`src/rtl/vending_pkg.sv`:
```
// Shared types and constants for the vending dispense/change back end.
package vending_pkg;

  typedef enum logic [2:0] {
    IDLE     = 3'd0,
    MOTOR    = 3'd1,
    COIN_ON  = 3'd2,
    COIN_GAP = 3'd3,
    FINISH   = 3'd4
  } state_t;

  typedef struct packed {
    logic       vend;
    logic [1:0] ncoins;
  } req_t;

  localparam int unsigned REQ_W = 3;

  localparam logic [1:0] CHG_NONE = 2'b00;
  localparam logic [1:0] CHG_5    = 2'b01;
  localparam logic [1:0] CHG_10   = 2'b10;
  localparam logic [1:0] CHG_BAD  = 2'b11;

  function automatic int unsigned max3(int unsigned a, int unsigned b, int unsigned c);
    int unsigned m;
    m = (a > b) ? a : b;
    return (m > c) ? m : c;
  endfunction

endpackage

```
`src/rtl/dispense_req_fifo.sv`:
```
// Request queue between the vending FSM capture logic and the actuator sequencer.
module dispense_req_fifo #(
  parameter int unsigned DEPTH = 4,
  parameter int unsigned WIDTH = 3
) (
  input  logic             clk,
  input  logic             rst,
  input  logic             push,
  input  logic             pop,
  input  logic [WIDTH-1:0] din,
  output logic             full,
  output logic             empty,
  output logic [WIDTH-1:0] dout
);

  localparam int unsigned AW = (DEPTH > 1) ? $clog2(DEPTH) : 1;
  localparam int unsigned CW = AW + 1;

  logic [WIDTH-1:0] mem [DEPTH];
  logic [AW-1:0]    wr_ptr;
  logic [AW-1:0]    rd_ptr;
  logic [CW-1:0]    count;
  logic             do_push;
  logic             do_pop;

  assign full    = (count == CW'(DEPTH));
  assign empty   = (count == '0);
  assign do_pop  = pop && !empty;
  // A full queue still accepts a push when the head leaves on the same edge.
  assign do_push = push && (!full || do_pop);
  assign dout    = mem[rd_ptr];

  always_ff @(posedge clk) begin
    if (do_push) mem[wr_ptr] <= din;
  end

  always_ff @(posedge clk or posedge rst) begin
    if (rst) begin
      wr_ptr <= '0;
      rd_ptr <= '0;
      count  <= '0;
    end else begin
      if (do_push) wr_ptr <= wr_ptr + AW'(1);
      if (do_pop)  rd_ptr <= rd_ptr + AW'(1);
      case ({do_push, do_pop})
        2'b10:   count <= count + CW'(1);
        2'b01:   count <= count - CW'(1);
        default: count <= count;
      endcase
    end
  end

endmodule

```
`src/rtl/dispense_change_ctrl.sv`:
```
// Queues dispense/change events from the vending FSM and sequences the bottle
// motor and 5 rs hopper with fixed on/gap timing.
module dispense_change_ctrl #(
  parameter int unsigned MOTOR_CYCLES = 8,
  parameter int unsigned HOPPER_ON    = 4,
  parameter int unsigned HOPPER_GAP   = 4,
  parameter int unsigned FIFO_DEPTH   = 4
) (
  input  logic       clk,
  input  logic       rst,
  input  logic       vend_in,
  input  logic [1:0] change_in,
  output logic       motor_en,
  output logic       hopper_en,
  output logic       busy,
  output logic       done,
  output logic       overflow,
  output logic       bad_code,
  output logic [7:0] coins_paid
);

  import vending_pkg::*;

  localparam int unsigned TMAX = max3(MOTOR_CYCLES, HOPPER_ON, HOPPER_GAP);
  localparam int unsigned TW   = (TMAX > 1) ? $clog2(TMAX) : 1;

  state_t        state, state_d;
  logic [TW-1:0] cnt, cnt_d;
  logic [1:0]    rem, rem_d;
  logic          pop;
  logic          full, empty;
  logic          code_bad, push_req, push_acc;
  req_t          req_in, head;

  // Capture: the illegal code suppresses the whole cycle, including vend_in.
  assign code_bad = (change_in == CHG_BAD);
  assign push_req = !code_bad && (vend_in || (change_in != CHG_NONE));
  assign push_acc = push_req && (!full || pop);
  assign req_in   = '{vend: vend_in, ncoins: change_in};

  dispense_req_fifo #(
    .DEPTH (FIFO_DEPTH),
    .WIDTH (REQ_W)
  ) u_fifo (
    .clk   (clk),
    .rst   (rst),
    .push  (push_req),
    .pop   (pop),
    .din   (req_in),
    .full  (full),
    .empty (empty),
    .dout  (head)
  );

  always_ff @(posedge clk or posedge rst) begin
    if (rst) begin
      state <= IDLE;
      cnt   <= '0;
      rem   <= '0;
    end else begin
      state <= state_d;
      cnt   <= cnt_d;
      rem   <= rem_d;
    end
  end

  always_comb begin
    state_d = state;
    cnt_d   = cnt + TW'(1);
    rem_d   = rem;
    pop     = 1'b0;
    case (state)
      IDLE: begin
        cnt_d = '0;
        if (!empty) begin
          pop     = 1'b1;
          rem_d   = head.ncoins;
          state_d = head.vend ? MOTOR : COIN_ON;
        end
      end
      MOTOR: begin
        if (cnt == TW'(MOTOR_CYCLES - 1)) begin
          cnt_d   = '0;
          state_d = (rem != 2'd0) ? COIN_ON : FINISH;
        end
      end
      COIN_ON: begin
        if (cnt == TW'(HOPPER_ON - 1)) begin
          cnt_d   = '0;
          rem_d   = rem - 2'd1;
          state_d = (rem > 2'd1) ? COIN_GAP : FINISH;
        end
      end
      COIN_GAP: begin
        if (cnt == TW'(HOPPER_GAP - 1)) begin
          cnt_d   = '0;
          state_d = COIN_ON;
        end
      end
      FINISH: begin
        cnt_d   = '0;
        state_d = IDLE;
      end
      default: begin
        cnt_d   = '0;
        state_d = IDLE;
      end
    endcase
  end

  // Outputs decode the next state so each drive switches cleanly on the edge.
  // A pop always leaves IDLE, so the queue term only needs current contents or a push.
  always_ff @(posedge clk or posedge rst) begin
    if (rst) begin
      motor_en   <= 1'b0;
      hopper_en  <= 1'b0;
      done       <= 1'b0;
      busy       <= 1'b0;
      overflow   <= 1'b0;
      bad_code   <= 1'b0;
      coins_paid <= 8'd0;
    end else begin
      motor_en  <= (state_d == MOTOR);
      hopper_en <= (state_d == COIN_ON);
      done      <= (state_d == FINISH);
      busy      <= (state_d != IDLE) || !empty || push_acc;
      overflow  <= overflow || (push_req && !push_acc);
      bad_code  <= bad_code || code_bad;
      if ((state_d == COIN_ON) && (state != COIN_ON)) coins_paid <= coins_paid + 8'd1;
    end
  end

endmodule

```
`config.mk`:
```
export PLATFORM = sky130hd
export DESIGN_NAME = dispense_change_ctrl
export DESIGN_NICKNAME = d
export VERILOG_FILES = /design/src/rtl/vending_pkg.sv /design/src/rtl/dispense_req_fifo.sv /design/src/rtl/dispense_change_ctrl.sv
export SDC_FILE = /design/constraint.sdc
export NUM_CORES = 1
export LEC_CHECK = 0
export BUFFER_PORTS_ARGS = -buffer_cell sky130_fd_sc_hd__clkbuf_2
export CAP_MARGIN = 10
export CORE_ASPECT_RATIO = 1.2
export CORE_MARGIN = 3
export CORE_UTILIZATION = 40
export DETAILED_ROUTE_END_ITERATION = 8
export PLACE_DENSITY = 0.66
export REMOVE_ABC_BUFFERS = 1
export SLEW_MARGIN = 20
export SYNTH_ARGS = -nofsm -noshare
export SYNTH_HDL_FRONTEND = slang
export SYNTH_SLANG_ARGS = --single-unit
```
`constraint.sdc`:
```
create_clock -name clk -period 3.4 [get_ports clk]
set_clock_uncertainty 0.15 [all_clocks]
set_input_delay 0.17 -clock clk [delete_from_list [all_inputs] [get_ports clk]]
set_output_delay 0.17 -clock clk [all_outputs]
set_load 0.005 [all_outputs]
```
==> impl_metrics.csv <==
group,metric,value,unit
status,status,"finished, final reports clean",
global_route,use_met3,3.20,%
layout,drive_gt1_share,19.1,%
global_route,grt_pass1_vias,1324,
detailed_routing,drt_wl_total,3760,um
timing,tightestPinTransition,0.858,ns
clock_tree,cts_setup_buffers,0,
layout,mostFrequentLayoutCell,"dfrtp_1",
critical_path,crit_slowest_cell,"or4_1",
clock_tree,path_clk_slew,0.07,ns
critical_path,crit_path_max_incr_delay,0.49,ns
synthesis,synth_cells,169,
power_and_ir_drop,fin_total_pwr,0.00207,W
floorplanning,start_util,41.9,%
global_route,grt_busiest_layer,"met2",
detailed_routing,drt-vias-per-instance,5.25,
layout,num_antenna_cells,0,
power_and_ir_drop,power_leakage,1.07,nW
layout,syn_to_final_growth,13.8,%
layout,fill_cells,468,
global_route,grt_pass1_wl,6520,um
global_route,grtUsageMet2,22.1,%
synthesis,synth_enable_flop_cells,12,
layout,fin_nets,212,
floorplanning,std_cell_rows,28,
global_route,grt-ovfl-total,0,
timing,drv_slew,0,
clock_tree,cts_tree,"yes",
synthesis,syn_avg_cell_area,12.4,sq um
detailed_routing,wire_per_inst,14.8,um
synthesis,synth_seq_cells,41,
synthesis,yosysWarnings,0,
clock_tree,h-tree-depth,2,
synthesis,synth_top_cell_by_area,"dfrtp_1",
layout,finalInstanceArea,0.00239,sq mm
timing,rsz0062_at_grt,"false",
global_route,antenna_found_initial,0,
timing,relSlewSlack,42.7,%
placed_design,gp_routability_congestion,0.772,
floorplanning,core-area,0.00501,sq mm
critical_path,crit_arrival,2.74,ns
detailed_routing,firstDrtPassIters,4,
clock_tree,cts_inserted_buffers,5,
synthesis,syn-cell-area,0.00210,sq mm
clock_tree,cts_sinks,41,
layout,final_cell_mix,"dfrtp_1, clkbuf_2, inv_1",
global_route,grt_usage,13.6,%
hold_path,hold_class,"flop to flop",
power_and_ir_drop,power_density,866,mW/mm^2
timing,fmax,0.366,GHz
power_and_ir_drop,vdd_drop_max,472,uV
synthesis,synth_top_area_share,34.6,%
critical_path,cp_max_fo,11,
critical_path,crit_path_end_kind,"flop",
global_route,grt_max_degree,30,
clock_tree,root_buffer,"clkbuf_8",
critical_path,cp_cell_sequence,"ha_1 > ha_1 > nor4bb_1 > a211o_1 > o41a_1 > or4_1",
critical_path,worstSetupPathType,"flop to flop",
detailed_routing,vias,1333,
critical_path,critPathMostFrequentCell,"ha_1",
placed_design,dpl.hpwl,2700,um
detailed_routing,ant_nets,0,
timing,hold_viol_final,0,
detailed_routing,drtIter0Drc,49,
synthesis,async_flop_share,70.7,%
critical_path,critical_path.top_delay_family,"compound AO/OA/AOI/OAI gates",
detailed_routing,drc_errors,0,
critical_path,startpoint_type,"flop",
placed_design,port_buffers,18,
timing,min_period,2.74,ns
synthesis,synth.distinct_cells,53,
critical_path,crit_buf_inv,0,
clock_tree,cts_resized,0,
floorplanning,fp.dieH,85.3,um
floorplanning,io_pins,19,
timing,fin_tns_setup,0,ns
critical_path,critPathRequiredTime,3.41,ns
global_route,grtUsageMet1,17.6,%
floorplanning,die_w,72.1,um
synthesis,seq_area_frac_synth,51.8,%
flow_run,maxCapViolCount,0,
floorplanning,dieArea,0.00615,sq mm
clock_tree,cts_buffer_depth,2,
timing,setup_viol,0,
placed_design,placed_area,0.00224,sq mm
synthesis,synth_top_flop_cell,"dfrtp_1",
clock_tree,clk_latency,0.29,ns
timing,post-route-period-util,80.5,%
synthesis,synth.area.top_cells,"dfrtp_1, edfxtp_1, ha_1",
final cells by class:
type                    instances  area, sq um  share of cell area (%)
clock inverters                 3         43.8                    1.83
well taps                      60         75.1                    3.14
repair buffers                 24          145                    6.08
flip-flops and latches         41         1090                    45.5
multi-input cells             107          917                    38.4
clock buffers                   5         68.8                    2.88
inverters                      14         52.6                    2.20
kinds of logic (layout without fill, tap and decap cells):
group,after synthesis,count (layout),synth area share [%]
xor gates and xnor gates,12,12,5.01
buffers and inverters,21,46,4.53
adders and majority gates,14,14,8.71
muxes,8,8,6.14
and+or+nand+nor,48,48,14.2
AOI/OAI and AO/OA,25,25,9.66
DFF,41,41,51.8
worst paths after layout:
| path | startpoint | end | slack (ns) | cells after the start |
|---|---|---|---|---|
| worst max-delay path | cnt[0] | coins_paid[6] | 0.66 | 6 |
| worst min-delay path | cnt[0] | cnt[0] | 0.29 | 1 |
| worst max register to register | cnt[0] | coins_paid[6] | 0.66 | 6 |
| worst min register to register | cnt[0] | cnt[0] | 0.29 | 1 |
| max in group asynchronous | rst | u_fifo.rd_ptr[1] | 2.50 | 4 |
| min in group asynchronous | rst | hopper_en | 0.32 | 4 |
flip-flops by register name (all words and copies together), names as in the netlist:
signal,count
cnt,3
bad_code,1
busy,1
u_fifo.wr_ptr,2
state,3
done,1
u_fifo.count,3
hopper_en,1
motor_en,1
coins_paid,8
overflow,1
rem,2
u_fifo.rd_ptr,2
u_fifo.mem,12
where the power goes:
group          leakage [nW]  switching, W  internal [W]  total [W]
logic                 0.545      0.000439      0.000381   0.000820
clock network        0.0585      0.000167      0.000220   0.000387
registers             0.461      0.000171      0.000691   0.000861
routing by layer:
layer  vias up  wire [um]
li1        658          -
met1       654       1710
met2        16       1890
met3         5         99
met4         0         59
met5         -          0
metrics by stage:
stage	instances	setup WS, ns	hold WS, ns	util, %
6_report	254	0.664	0.288	47.7
5_1_grt	254	0.504	0.332	47.7
4_1_cts	254	0.682	0.294	47.7
3_5_place_dp	242	0.684	0.0990	44.6
3_3_place_gp	242	0.733	0.0917	44.6
2_1_floorplan	162	0.822	0.0981	-
what timing repair did:
| action | in CTS | in global routing |
|---|---|---|
| endpoints found under the hold margin | 40 | 0 |
| hold buffers | 4 | 0 |
| endpoints found under the setup margin | 0 | 0 |
worst reg2reg max path: stages, from the launching register on:
cell and delay (ns):
dfrtp_1 0.38, ha_1 0.25, ha_1 0.28, nor4bb_1 0.20, a211o_1 0.41, o41a_1 0.45
or4_1 0.49
Yosys cell counts (4+ instances only):
cell type and count:
nor3_1 4, and2_1 4, edfxtp_1 12, nor3b_1 4, a311oi_1 4, dfrtp_1 29, nor2_1 7, xor2_1 9
ha_1 13, inv_1 14, nand2_1 5
No activity file was read; power rests on OpenSTA's default activity.
